## config.mk

```make
export PLATFORM = sky130hd
export DESIGN_NAME = load_store_unit
export DESIGN_NICKNAME = d
export VERILOG_FILES = /design/src/rtl/load_store_unit_pkg.sv /design/src/rtl/load_store_unit_align.sv /design/src/rtl/load_store_unit.sv
export SDC_FILE = /design/constraint.sdc
export NUM_CORES = 1
export LEC_CHECK = 0
export BUFFER_PORTS_ARGS = -buffer_cell sky130_fd_sc_hd__buf_4
export CAP_MARGIN = 20
export CORE_MARGIN = 4
export CORE_UTILIZATION = 35
export CTS_CLUSTER_DIAMETER = 120
export CTS_CLUSTER_SIZE = 8
export DETAILED_ROUTE_END_ITERATION = 6
export MAX_ROUTING_LAYER = met4
export PLACE_DENSITY = 0.56
export SYNTH_ARGS = -nofsm -noshare
export SYNTH_HDL_FRONTEND = slang
export SYNTH_SLANG_ARGS = --single-unit
```

## constraint.sdc

```tcl
create_clock -name clk -period 9.4 [get_ports clk]
set_clock_uncertainty 0.1 [all_clocks]
set_input_delay 1.41 -clock clk [delete_from_list [all_inputs] [get_ports clk]]
set_output_delay 1.41 -clock clk [all_outputs]
set_load 0.005 [all_outputs]
```

## src/rtl/load_store_unit_pkg.sv

```systemverilog
// Shared definitions for the load/store unit: opcodes, funct3 codes,
// FSM state type and small decode helpers.
package load_store_unit_pkg;

  localparam logic [4:0] OPCODE_LOAD  = 5'b00000;
  localparam logic [4:0] OPCODE_STORE = 5'b01000;

  localparam logic [2:0] F3_LB  = 3'b000;
  localparam logic [2:0] F3_LH  = 3'b001;
  localparam logic [2:0] F3_LW  = 3'b010;
  localparam logic [2:0] F3_LBU = 3'b100;
  localparam logic [2:0] F3_LHU = 3'b101;
  localparam logic [2:0] F3_SB  = 3'b000;
  localparam logic [2:0] F3_SH  = 3'b001;
  localparam logic [2:0] F3_SW  = 3'b010;

  typedef enum logic [1:0] {
    ST_IDLE = 2'd0,
    ST_REQ  = 2'd1,
    ST_DONE = 2'd2
  } lsu_state_t;

  // Stores only accept B/H/W; loads additionally accept BU/HU.
  function automatic logic f3_illegal(input logic is_store, input logic [2:0] f3);
    case (f3)
      F3_LB, F3_LH, F3_LW: f3_illegal = 1'b0;
      F3_LBU, F3_LHU:      f3_illegal = is_store;
      default:             f3_illegal = 1'b1;
    endcase
  endfunction

  // Halfword needs an even address, word needs a 4-byte aligned address.
  function automatic logic is_misaligned(input logic [2:0] f3, input logic [1:0] ofs);
    case (f3[1:0])
      2'b01:   is_misaligned = ofs[0];
      2'b10:   is_misaligned = (ofs != 2'b00);
      default: is_misaligned = 1'b0;
    endcase
  endfunction

endpackage

```

## src/rtl/load_store_unit_align.sv

```systemverilog
// lsu_align: combinational lane steering. Builds byte enables and the
// lane-replicated store word, and extracts/extends the load result.
module lsu_align
  import load_store_unit_pkg::*;
(
  input  logic [2:0]  funct3,
  input  logic [1:0]  offset,
  input  logic [31:0] store_data,
  input  logic [31:0] rdata,
  output logic [3:0]  be,
  output logic [31:0] wdata,
  output logic [31:0] load_value
);

  logic [7:0]  byte_v;
  logic [15:0] half_v;

  assign byte_v = rdata[{offset, 3'b000} +: 8];
  assign half_v = rdata[{offset[1], 4'b0000} +: 16];

  // Width decode: enables, replicated write data and extended read data.
  always_comb begin
    be         = 4'b1111;
    wdata      = store_data;
    load_value = rdata;
    case (funct3[1:0])
      2'b00: begin
        be         = 4'b0001 << offset;
        wdata      = {4{store_data[7:0]}};
        load_value = funct3[2] ? {24'b0, byte_v} : {{24{byte_v[7]}}, byte_v};
      end
      2'b01: begin
        be         = 4'b0011 << {offset[1], 1'b0};
        wdata      = {2{store_data[15:0]}};
        load_value = funct3[2] ? {16'b0, half_v} : {{16{half_v[15]}}, half_v};
      end
      default: begin
        be         = 4'b1111;
        wdata      = store_data;
        load_value = rdata;
      end
    endcase
  end

endmodule

```

## src/rtl/load_store_unit.sv

```systemverilog
// load_store_unit: multi-cycle data-memory access stage over a req/ack port.
// Optional macro MISALIGN_TRAP_EN: misaligned H/W accesses complete at once
// with misalign=1 instead of silently ignoring the low address bits.
module load_store_unit
  import load_store_unit_pkg::*;
#(
  parameter int unsigned TIMEOUT_CYCLES = 255
) (
  input  logic        clk,
  input  logic        rst,
  input  logic        start,
  input  logic [4:0]  opcode,
  input  logic [2:0]  funct3,
  input  logic [31:0] addr,
  input  logic [31:0] store_data,
  output logic        busy,
  output logic        done,
  output logic        err,
  output logic        misalign,
  output logic [31:0] load_data,
  output logic        mem_req,
  output logic        mem_we,
  output logic [31:0] mem_addr,
  output logic [3:0]  mem_be,
  output logic [31:0] mem_wdata,
  input  logic [31:0] mem_rdata,
  input  logic        mem_ack
);

  localparam logic [7:0] TIMER_LAST = 8'(TIMEOUT_CYCLES - 1);

  lsu_state_t  state, next_state;
  logic        store_q;
  logic [2:0]  f3_q;
  logic [31:0] addr_q;
  logic [31:0] sd_q;
  logic [7:0]  timer;
  logic        err_q;
  logic        mis_q;

  logic        is_store_in;
  logic        launch;
  logic        illegal_in;
  logic        mis_in;
  logic        timeout_hit;
  logic [3:0]  be_w;
  logic [31:0] wdata_w;
  logic [31:0] load_value;

  assign is_store_in = (opcode == OPCODE_STORE);
  assign launch      = start && ((opcode == OPCODE_LOAD) || is_store_in);
  assign illegal_in  = f3_illegal(is_store_in, funct3);
`ifdef MISALIGN_TRAP_EN
  assign mis_in      = is_misaligned(funct3, addr[1:0]);
`else
  assign mis_in      = 1'b0;
`endif
  assign timeout_hit = (timer == TIMER_LAST);

  lsu_align u_align (
    .funct3     (f3_q),
    .offset     (addr_q[1:0]),
    .store_data (sd_q),
    .rdata      (mem_rdata),
    .be         (be_w),
    .wdata      (wdata_w),
    .load_value (load_value)
  );

  // State register.
  always_ff @(posedge clk or posedge rst) begin
    if (rst) state <= ST_IDLE;
    else     state <= next_state;
  end

  // Next-state: traps skip the memory phase; ack wins over a same-cycle timeout.
  always_comb begin
    next_state = state;
    case (state)
      ST_IDLE: if (launch) next_state = (illegal_in || mis_in) ? ST_DONE : ST_REQ;
      ST_REQ:  if (mem_ack || timeout_hit) next_state = ST_DONE;
      default: next_state = ST_IDLE;
    endcase
  end

  // Moore outputs; memory port is zero outside REQ.
  always_comb begin
    busy      = (state != ST_IDLE);
    done      = (state == ST_DONE);
    err       = done && err_q;
    misalign  = done && mis_q;
    mem_req   = (state == ST_REQ);
    mem_we    = mem_req && store_q;
    mem_addr  = mem_req ? {addr_q[31:2], 2'b00} : '0;
    mem_be    = mem_req ? be_w : '0;
    mem_wdata = mem_req ? wdata_w : '0;
  end

  // Access latch, wait timer, status flags and load result.
  always_ff @(posedge clk or posedge rst) begin
    if (rst) begin
      store_q   <= 1'b0;
      f3_q      <= '0;
      addr_q    <= '0;
      sd_q      <= '0;
      timer     <= '0;
      err_q     <= 1'b0;
      mis_q     <= 1'b0;
      load_data <= '0;
    end else begin
      case (state)
        ST_IDLE: begin
          if (launch) begin
            store_q <= is_store_in;
            f3_q    <= funct3;
            addr_q  <= addr;
            sd_q    <= store_data;
            timer   <= '0;
            err_q   <= illegal_in;
            mis_q   <= mis_in && !illegal_in;
          end
        end
        ST_REQ: begin
          if (mem_ack) begin
            if (!store_q) load_data <= load_value;
          end else if (timeout_hit) begin
            err_q <= 1'b1;
          end else begin
            timer <= timer + 8'd1;
          end
        end
        default: ;
      endcase
    end
  end

endmodule
```

* Yosys cells after proc, flatten, opt, wreduce, memory -nomap -nowiden
Index checks and enable logic that the tools add are counted.
** Storage, ports and cells
- Register bits :: 111
- Bits of input ports :: 108
- Word-level logic and storage cells :: 67
- Output and inout bits :: 106
** Operators by class
- Reduce and logical (&&, ||, !) cells :: 18
- $add $sub $neg :: 1
- Bitwise operators :: 1
- Shift operators :: 4
- Equal/unequal tests :: 14
- Muxes and demuxes :: 21
** Operator list (number)
- $mux 32 :: 4
- $pmux 32 s2 :: 2
- $shiftx 32x6->16 :: 1
- $shiftx 32x6->8 :: 1
- $mux 8 :: 3
- $pmux 8 s2 :: 1
- $add 8x1->8 const B :: 1
- $eq 8x8->1 const B :: 1
- $pmux 4 s2 :: 1
- $reduce_and 4->1 :: 2
- $eq 3x3->1 const B :: 2
- $mux 2 :: 3
- $ne 2x2->1 const B :: 3
- $eq 5x4->1 const B :: 1
- $logic_not 5->1 :: 1
- $eq 2x1->1 const B :: 2
- $logic_not 2->1 :: 2
- $mux 4 :: 1
- $ne 2x1->1 const B :: 2
- $pmux 1 s2 :: 2
- $pmux 2 s2 :: 1
- $reduce_and 2->1 :: 2
- $reduce_bool 2->1 :: 2
- $shl 1x2->4 const A :: 1
- 12 further kinds :: 17

* Logic depth before layout (Yosys ltp)
Gate-level depths: netlist (run 1).
- Depth after elaboration :: 6
- Gate-level depth with buffers :: 7

* Hierarchy
From an unflattened synthesis (run 1), not the netlist that was laid out.
** Unflattened totals
- Cell total of the unflattened synthesis :: 532
- Area, all modules :: 6231.0 µm²
** By module, submodules not included
- load_store_unit :: seq. area each 2777.7 µm², cells each 361, area each 4939.7 µm², times used 1
- lsu_align :: seq. area each 0.0 µm², cells each 171, area each 1291.2 µm², times used 1

* Least setup slack after synthesis (run 1)
OpenSTA, ideal clock, no wires.
- Path kind :: input-to-reg
- From :: input port mem_rdata[31]
- To :: register load_data[16]
- Data arrival time :: 2.669 ns
- Path slack :: 6.499 ns
- Path buffers :: 1
- Required time :: 9.168 ns
- Library setup time :: 0.132 ns
- Stages on the path :: 5
- Cells stage by stage :: mux4_2 a221o_1 buf_6 a22oi_1 o21ai_1
** On the way
- Longest elaborated chain between the ends :: 3
** RTL lines
- from (decl) :: RTL line load_store_unit.sv:26 : input logic [31:0] mem_rdata,
- $shiftx 32x6->16 / $shiftx 32x6->8 (equally long branches) :: RTL line load_store_unit_align.sv:19, load_store_unit_align.sv:18
- $mux 32 (on tied branches) :: RTL line load_store_unit_align.sv:35, load_store_unit_align.sv:30
- $pmux 32 s2 * :: RTL line load_store_unit_align.sv:26 : case (funct3[1:0])
- to (signal assigned) :: RTL line load_store_unit.sv:125 : if (!store_q) load_data <= load_value;
- to (decl) :: RTL line load_store_unit.sv:20 : output logic [31:0] load_data,
Mark *: on every way between the ends. The rest lies on a longest branch, timed or not.
A chain may end at the register's enable or synchronous reset.

* Final worst setup path (run 1)
- From :: register f3_q[1]
- To :: output port mem_wdata[8]
** On the way
- Longest elaborated chain between the ends :: 3
** RTL lines
- from (decl) :: RTL line load_store_unit.sv:34 : logic [2:0] f3_q;
- from (signal assigned) :: RTL line load_store_unit.sv:115 : f3_q <= funct3;
- $eq 2x1->1 / $logic_not 2->1 (equally long branches) :: RTL line load_store_unit_align.sv:26
- $pmux 32 s2 * :: RTL line load_store_unit_align.sv:26
- $mux 32 * :: RTL line load_store_unit.sv:96 : mem_wdata = mem_req ? wdata_w : '0;
- to (decl) :: RTL line load_store_unit.sv:25 : output logic [31:0] mem_wdata,
Marks and branches as above.

==> summary.txt, run 1 <==
Result of the run: finished clean
Fraction of synthesized cell area in xor and xnor cells: 0%
Max FO, Critical Path: 56
Worst slack at placement: 5703 ps
Final hold vios: 0
Worst endpoint required time: 7890 ps
Number of buffers added by the clock tree synthesis step: 9
Count of buffers inserted at the top-level ports: 210
Boundary Pins: 214
Overall die width: 134.3 um
Number of gates resized after CTS: 0
Synth Area in Simple Gates: 27.14%
Synthesized area per cell: 8.402 um2
Library cell occupying the most area in the post-synthesis netlist: dfrtp_1
Detailed Route WL: 17.88 mm
Max clock buf depth: 2
Clock net sink count: 111
Fraction of layout cells with a size suffix above 1: 29.19%
Clock-pin transition on the worst setup and hold timing paths: 70 ps
Dominant combinational cell family by area after synthesis: simple AND/OR/NAND/NOR gates
Final HPWL from detailed placement: 13.14 mm
Post-layout net count: 958
Initial core utilization: 36.16%
Count of nets left with antenna violations after detail routing: 0
Cell breakdown of the critical path: inv_1 -> nand2_1 -> nand2_1 -> a21oi_1 -> buf_4
Critical Path Max Stage Delay: 1060 ps
CP dominant cell by count: nand2_1
Cell Rows: 45
Height of the die: 134.3 um
Overflow left after global routing: 0
Leakage Power: 3.957 nW
Data arrival time of the worst path: 2530 ps
Worst Hold Class: reg -> reg
Placeable core region: 15430 um2
Setup repair after global routing missed its margin: false
Adder-cell area share of the yosys netlist: 0.4485%
Shortest period the worst path allows: 4040 ps
N_diodes: 0
Setup_tns: 0 ps
Sequential-to-total area share from yosys stat: 49.79%
Max-capacitance violation count: 0
Routed vias: 5292
Per-cell routed wire length: 16.80 um
Fmax achieved: 247.5 MHz
Die area: 18020 um2
Remaining max-slew budget at the tightest pin: 29.85%
Pin count of the biggest net entering global routing: 77
Count of unique library cells instantiated by Yosys: 42
Mux cell area share after synthesis: 5.270%
Synthesized-area fraction occupied by ao, oa, aoi and oai cells: 13.23%
Length of the first detailed-routing pass in iterations: 5
CTS H-tree depth: 3
Clock tree from TritonCTS: yes
Number of buffers inserted by post-CTS setup repair: 0
Signed area change from the synthesized netlist to the final layout: 37.41%
Maximum ir drop on the vdd rail: 0.09768 mV
Critical Path Slowest Stage Cell: dfrtp_2
Category of the most critical setup path: reg -> out
Critical path buffer and inverter count: 2
Tcrit/Tclk final: 42.98%
GRT Util Overall: 19.95%
Slew at the pin closest to its max-slew limit: 1048 ps
Max-slew violation total from the final report: 0
Source-to-sink clock delay at the later pin of the worst-skew pair: 350 ps
Global-route wire length before repair: 27.86 mm
RePlAce Congestion: 0.8468
Buffer type at the clock tree root: clkbuf_16
Remaining design rule violation count: 0
Final hold slack: 374.1 ps
Area share of the largest cell type after synthesis: 49.79%
Cell family contributing the most delay on the critical path: flip-flops
Pwr Density: 199.4 nW/um2
PnR worst setup slack: 5360 ps
Main area contributors after synthesis: dfrtp_1 (50%), nand2_1 (16%), and2_1 (4.8%)
Total of flip-flops plus latches after synthesis: 111
Synth warnings: 0
Cell area after technology mapping: 5579 um2
Crit path launch type: register
Cell count after synthesis: 664
Element type at the critical path end: output port
Detail-routed via count per cell: 4.974
Post-layout util: 49.69%
Initial DRC count: 528
Final setup violating endpoints: 0
Number of antenna violations at the first check in global routing: 0
Most frequent cells in the layout: nand2_1 (239), buf_4 (217), dfrtp_1 (110), and2_1 (42), nor2_1 (41)
Count of hold buffers inserted by post-cts repair: 0
Number of global-route vias before repair: 5239
Most common library cell in the layout ignoring fill and taps: nand2_1
## power by group
group          switching, mW  internal, mW  leakage [nW]
Combinational          0.179         0.202          2.37
Clock                  0.178         0.270         0.173
Sequential             0.112         0.589          1.41
Total                  0.469          1.06          3.96
## cell type report
class / instances / area (um2)
tap: 211 / 264.0
inverter: 6 / 25.02
sequential: 111 / 2779
clock inverter: 6 / 116.4
clock buffer: 10 / 239.0
fill: 1544 / 7761
timing repair buffer: 218 / 1657
multi-input combinational: 502 / 2586
## sequential cells by signal (all words and copies together) (netlist names)
name       count
addr_q        32
f3_q           3
sd_q          32
err_q          1
load_data     32
timer          8
state          2
store_q        1
## logic make-up after synthesis
group | count (synthesis)
buf+inv | 53
mux | 27
fa+ha+maj | 2
compound gates | 116
flops | 111
other cells | 1
simple gates | 354
## tightest hold or removal path, cell delays in order, from the launching register on
cell	delay (ps)
dfrtp_1	340
nand2_1	50
nand2_1	60
## per-layer routing
layer,vias up,track usage (%),routed length [um]
met5,-,-,0
met4,0,5.486,282
met3,20,4.726,1458
met2,212,29.58,8022
met1,2491,27.50,8115
li1,2569,-,-
## per-stage QoR
step | instances | instance area [um2] | power [mW]
floorplan | 666 | 5587 | 0.8864
global placement | 1047 | 7283 | 1.083
detailed placement | 1047 | 7283 | 1.091
CTS | 1063 | 7639 | 1.544
global route | 1064 | 7666 | 1.621
finish | 1064 | 7666 | 1.529
## synth_stat cells, drive strengths merged
| cell | count |
|---|---|
| nand3 | 6 |
| a22o | 8 |
| conb | 1 |
| o31ai | 3 |
| nand2 | 240 |
| nor3 | 4 |
| buf | 17 |
| o21ai | 34 |
| nor2 | 41 |
| inv | 6 |
| or2 | 1 |
| a41o | 1 |
| a22oi | 23 |
| nor3b | 3 |
| mux2 | 9 |
| dfrtp | 111 |
| ha | 2 |
| or4 | 3 |
| a222oi | 7 |
| o21a | 3 |
| nand4bb | 1 |
| a31oi | 1 |
| nor4 | 2 |
| a21oi | 32 |
| o211ai | 1 |
| a221o | 1 |
| mux2i | 17 |
| a211oi | 1 |
| and4 | 1 |
| nand2b | 1 |
| a221oi | 1 |
| nor2b | 4 |
| clkbuf | 30 |
| or3 | 2 |
| mux4 | 1 |
| nand4 | 1 |
| and2 | 44 |
## path summary, 6_finish.rpt
| path | slack, ps | endpoint | from | cells after the start |
|---|---|---|---|---|
| min in group asynchronous | 970 | addr_q[9] | rst | 2 |
| worst max register to register | 6670 | load_data[3] | f3_q[1] | 4 |
| worst min-delay path | 370 | addr_q[22] | addr_q[22] | 2 |
| max in group asynchronous | 6840 | f3_q[1] | rst | 3 |
| worst max-delay path | 5360 | mem_wdata[8] | f3_q[1] | 5 |
| worst min register to register | 370 | addr_q[22] | addr_q[22] | 2 |
No activity file was read; power rests on OpenSTA's default activity.
==> inputs of run 2 (changes only) <==
clock period = 3.8 ns   (was 9.4 ns; I/O delays follow)
==> run 2 against run 1 <==
Sequential power grew 150%. Global-route usage grew 0.20 points. Utilization shrank 0.073 points. Via count grew 1.4%. Combinational power grew 150%. Register-to-register slack lost 5600 ps. First-iteration DRC count shrank 6.8%. Non-clock buffer count grew 1. Cell count is essentially flat. Largest cell class unchanged. Cell area shrank 0.15%. Sequential share of layout area grew 0.053 points. Critical endpoint unchanged.
==> summary.txt, run 2 (synthesized netlist as in run 1, its figures left out) <==
Clock net sink count: 111
Routed vias: 5368
Most frequent cells in the layout: nand2_1 (239), buf_4 (215), dfrtp_1 (110), and2_1 (42), nor2_1 (41)
CP dominant cell by count: nand2_1
Post-layout net count: 959
Critical path launch point: f3_q[1]
Clock-pin transition on the worst setup and hold timing paths: 80 ps
Final hold vios: 0
Category of the most critical setup path: reg -> out
Max clock buf depth: 2
Crit path launch type: register
Slew at the pin closest to its max-slew limit: 1022 ps
Worst endpoint required time: 3130 ps
Setup slack of the most critical reg-to-reg path: 1110 ps
Initial core utilization: 36.16%
Detail-routed via count per cell: 5.040
Shortest period the worst path allows: 3152 ps
Source-to-sink clock delay at the later pin of the worst-skew pair: 350 ps
Per-cell routed wire length: 16.89 um
Number of gates resized after CTS: 0
Count of nets left with antenna violations after detail routing: 0
Placeable core region: 15430 um2
Global-route wire length before repair: 28.21 mm
Overflow left after global routing: 0
CTS H-tree depth: 3
Count of hold buffers inserted by post-cts repair: 0
Initial DRC count: 492
Clock tree from TritonCTS: yes
Number of global-route vias before repair: 5256
Boundary Pins: 214
PnR worst setup slack: 647.9 ps
Number of buffers inserted by post-CTS setup repair: 0
Data arrival time of the worst path: 2480 ps
Worst Hold Class: in -> reg
Remaining design rule violation count: 0
Number of buffers added by the clock tree synthesis step: 9
Worst slack at placement: 1001 ps
Signed area change from the synthesized netlist to the final layout: 37.21%
Fraction of layout cells with a size suffix above 1: 29.27%
Total power draw: 3.671 mW
Element type at the critical path end: output port
FF-to-FF End: load_data[4]
Critical Path Max Stage Delay: 1050 ps
Max FO, Critical Path: 56
Pin count of the biggest net entering global routing: 70
Max-capacitance violation count: 0
Setup repair after global routing missed its margin: false
Pwr Density: 479.6 nW/um2
Detailed Route WL: 17.99 mm
Result of the run: finished clean
Cell Rows: 45
Cell breakdown of the critical path: inv_1 -> nand2_1 -> nand2_1 -> a21oi_1 -> buf_4
Number of antenna violations at the first check in global routing: 0
Fmax achieved: 317.2 MHz
Cells on worst reg2reg path: 4
Origin of the critical flop-to-flop path: f3_q[1]
Tcrit/Tclk final: 82.95%
Final setup violating endpoints: 0
RePlAce Congestion: 0.8721
Buffer type at the clock tree root: clkbuf_16
Final HPWL from detailed placement: 13.34 mm
GRT Util Overall: 20.15%
Most common library cell in the layout ignoring fill and taps: nand2_1
Setup_tns: 0 ps
N_diodes: 0
Critical Path Slowest Stage Cell: dfrtp_2
Height of the die: 134.3 um
Length of the first detailed-routing pass in iterations: 5
Remaining max-slew budget at the tightest pin: 31.61%
Maximum ir drop on the vdd rail: 0.2699 mV
Die area: 18020 um2
Layout fillers: 1501
Count of buffers inserted at the top-level ports: 210
Max-slew violation total from the final report: 0
Termination of the worst setup path: mem_wdata[8]
Biggest registers after layout: addr_q: 32 flops, load_data: 32 flops, sd_q: 32 flops
Leakage Power: 3.946 nW
Overall die width: 134.3 um
run 2: cell count changes in the layout (fill, tap and decap cells not counted), sizes merged:
cell and change:
bufinv -2, inv +2, buf +1, clkinv -1, clkinvlp +1
run 2: area by class of cell:
cell class,instances,area (um2),area share [%]
well taps,211,264.0,3.449
clock buffers,10,239.0,3.122
repair buffers,219,1687,22.03
inverters,6,25.02,0.3269
multi-input cells,502,2586,33.79
clock inverters,6,75.07,0.9807
flip-flops and latches,111,2779,36.30
run 2: critical path: cells and delay by family, from the launching register on:
| kind | cells | cell delay [ps] |
|---|---|---|
| simple gates | 2 | 420 |
| compound gates | 1 | 230 |
| flops | 1 | 1050 |
| buf+inv | 2 | 420 |
run 2: metal layers:
layer / up-vias / track usage, % / wire length (um)
met5: - / - / 0
met4: 0 / 6.222 / 280
met3: 19 / 5.439 / 1689
met2: 240 / 29.89 / 8244
met1: 2533 / 27.06 / 7776
li1: 2576 / - / -
run 2: per-stage QoR:
step	area, um2	hold slack, ps	util [%]	cells
6_report	7655	302.7	49.62	1065
5_1_grt	7655	293.9	49.62	1065
4_1_cts	7627	286.9	49.44	1064
3_5_place_dp	7313	356.1	47.40	1048
3_3_place_gp	7308	351.8	47.37	1047
2_1_floorplan	5587	337.4	-	666
run 2: power by group:
group | switching [mW] | total, mW | internal (mW)
Combinational | 0.446 | 0.947 | 0.501
Sequential | 0.277 | 1.73 | 1.46
Clock | 0.450 | 0.991 | 0.540
run 2: worst min-delay path by stage:
stage               slack [ps]          to            from  depth (start not counted)
floorplan                  340  addr_q[10]      addr_q[10]                          2
global placement           350  addr_q[12]      addr_q[12]                          2
detailed placement         360  addr_q[18]      addr_q[18]                          2
CTS                        290    sd_q[26]  store_data[26]                          3
global route               290    sd_q[22]  store_data[22]                          3
finish                     300    sd_q[26]  store_data[26]                          3
==> inputs of run 3 (changes only) <==
ABC_AREA = 1   (was not set)
clock period = 2.9 ns   (was 3.8 ns; I/O delays follow)
==> run 3 against run 2 <==
Utilization decreased by 2.0 points. Global-route usage decreased by 0.63 points. Setup slack got worse by 250 ps. Synthesized cell count increased by 19%. Count of clock-buffer cells in the layout unchanged.
==> summary.txt, run 3 <==
Result of the run: finished clean
Worst Hold Class: in -> async
Fraction of layout cells with a size suffix above 1: 27.82%
Main area contributors after synthesis: dfrtp_1 (46%), nand2_1 (9.2%), nor2_1 (7.8%)
Maximum ir drop on the vdd rail: 0.3541 mV
Total of flip-flops plus latches after synthesis: 111
Count of buffers inserted at the top-level ports: 210
Fraction of synthesized cell area in xor and xnor cells: 0.4393%
Count of unique library cells instantiated by Yosys: 36
Dominant combinational cell family by area after synthesis: simple AND/OR/NAND/NOR gates
Boundary Pins: 214
Max-slew violation total from the final report: 0
Number of buffers added by the clock tree synthesis step: 9
Most frequent cells in the layout: buf_4 (220), nand2_1 (145), nor2_1 (124), dfrtp_1 (111), inv_1 (110)
Cell count after synthesis: 792
Remaining design rule violation count: 0
Adder-cell area share of the yosys netlist: 0.4184%
Number of global-route vias before repair: 5593
Setup_tns: 0 ps
Synthesized-area fraction occupied by ao, oa, aoi and oai cells: 13.22%
Routed vias: 5563
Max FO, Critical Path: 16
Synth Area in Simple Gates: 26.46%
N_diodes: 0
Final design instance area without fill: 7928 um2
Element type at the critical path end: output port
Source-to-sink clock delay at the later pin of the worst-skew pair: 360 ps
Most common library cell in the layout ignoring fill and taps: buf_4
Final setup violating endpoints: 0
Initial core utilization: 35.94%
Detail-routed via count per cell: 4.617
Setup repair after global routing missed its margin: false
Tcrit/Tclk final: 86.42%
Biggest registers after layout: addr_q: 32 flops, load_data: 32 flops, sd_q: 32 flops
Detailed Route WL: 18.56 mm
Final HPWL from detailed placement: 13.76 mm
Final hold vios: 0
Count of hold buffers inserted by post-cts repair: 0
Library cell occupying the most area in the post-synthesis netlist: dfrtp_1
Shortest period the worst path allows: 2506 ps
Fmax achieved: 399.0 MHz
Category of the most critical setup path: reg -> out
Mux cell area share after synthesis: 0%
Max clock buf depth: 2
Cell area after technology mapping: 5981 um2
RePlAce Congestion: 0.8831
Clock net sink count: 111
Crit path launch type: register
Clock tree from TritonCTS: yes
Overall die width: 138.7 um
Remaining max-slew budget at the tightest pin: 54.57%
Slew at the pin closest to its max-slew limit: 680.4 ps
Main synth FF type: dfrtp_1
GRT Util Overall: 19.52%
Initial DRC count: 262
Area share of the largest cell type after synthesis: 46.44%
Inst Count DP: 1190
Buffer type at the clock tree root: clkbuf_16
Sequential-to-total area share from yosys stat: 46.44%
Total power draw: 7.454 mW
Global-route wire length before repair: 29.46 mm
Share of synthesized flip-flops with an asynchronous set or reset: 100.0%
Number of buffers inserted by post-CTS setup repair: 0
Placeable core region: 16640 um2
Post-layout net count: 1091
Number of standard cells in the final layout excluding fillers: 1205
Synthesized area per cell: 7.551 um2
Overflow left after global routing: 0
Worst endpoint required time: 2370 ps
Per-cell routed wire length: 15.40 um
Length of the first detailed-routing pass in iterations: 5
Data arrival time of the worst path: 1970 ps
Count of nets left with antenna violations after detail routing: 0
Height of the die: 138.7 um
Clock-pin transition on the worst setup and hold timing paths: 80 ps
Max-capacitance violation count: 0
Synth warnings: 0
Number of antenna violations at the first check in global routing: 0
Number of gates resized after CTS: 0
Cell Rows: 47
List of most frequent post-synthesis cells: nand2_1 (146), nor2_1 (124), dfrtp_1 (111), inv_1 (111), a21oi_1 (81)
Count of flip-flops with a built-in enable after synthesis: 0
Pin count of the biggest net entering global routing: 63
Signed area change from the synthesized netlist to the final layout: 32.55%
CTS H-tree depth: 3
Cell with the most instances after synthesis: nand2_1
Post-layout util: 47.64%
Pwr Density: 940.3 nW/um2
Leakage Power: 4.371 nW
Setup slack of the most critical reg-to-reg path: 770 ps
Standard cell area after detailed placement: 7630 um2
Die area: 19240 um2
## run 3: cell types whose count changed in the layout (fill, tap and decap cells not counted), sizes merged, moves of 7 or more
cell | before | now
o22ai | 0 | 8
a21oi | 32 | 88
mux2i | 17 | 0
a22o | 8 | 0
o21ai | 34 | 46
nand3 | 6 | 59
nand2 | 240 | 149
a22oi | 23 | 0
nor2 | 41 | 128
a222oi | 7 | 0
or2 | 1 | 23
mux2 | 9 | 0
and2 | 44 | 0
inv | 9 | 117
## run 3: path summary, 6_finish.rpt
path | startpoint | end | depth (start not counted)
max reg2reg | f3_q[1] | load_data[6] | 9
min | rst | load_data[11] | 2
min in group clk | addr[28] | addr_q[28] | 3
min reg2reg | sd_q[22] | sd_q[22] | 2
max | f3_q[0] | mem_be[2] | 6
max in group asynchronous | rst | addr_q[30] | 3
## run 3: cell families after synthesis
family                   count (synthesis)
XOR/XNOR                                 3
adder cells (fa/ha/maj)                  2
other                                    1
AND/OR/NAND/NOR                        365
buffers and inverters                  164
flip-flops                             111
AO/OA/AOI/OAI                          146
## run 3: per-stage QoR
step           hold slack [ps]  setup slack, ps
2_1_floorplan            347.9             1022
3_3_place_gp             361.4            780.4
3_5_place_dp             367.8            758.1
4_1_cts                  81.43            394.7
5_1_grt                  100.1            246.6
6_report                 66.58            393.8
## run 3: final cells by class
cell class | instances | area [um2]
timing repair buffer | 222 | 1692
sequential | 111 | 2778
fill | 1743 | 8715
tap | 220 | 275.3
multi-input combinational | 519 | 2439
inverter | 118 | 446.7
clock buffer | 10 | 239.0
clock inverter | 5 | 58.81
## run 3: routing by layer
layer  vias up  track usage [%]  routed length [um]
met4         0            4.737                 244
met3        15            5.828                1452
met5         -                -                   0
li1       2837                -                   -
met1      2518            25.78                8579
met2       193            29.73                8282
## run 3: critical path, stage by stage (launching register included)
cell	delay, ps
dfrtp_1	560
inv_2	60
nand2_2	240
buf_4	240
inv_2	110
a21oi_1	240
buf_4	160
## run 3: report_power, final
group          switching, mW  internal (mW)  leakage [nW]
registers              0.404           2.21          1.26
logic                   1.94           1.60          2.97
clock network          0.603          0.690         0.141
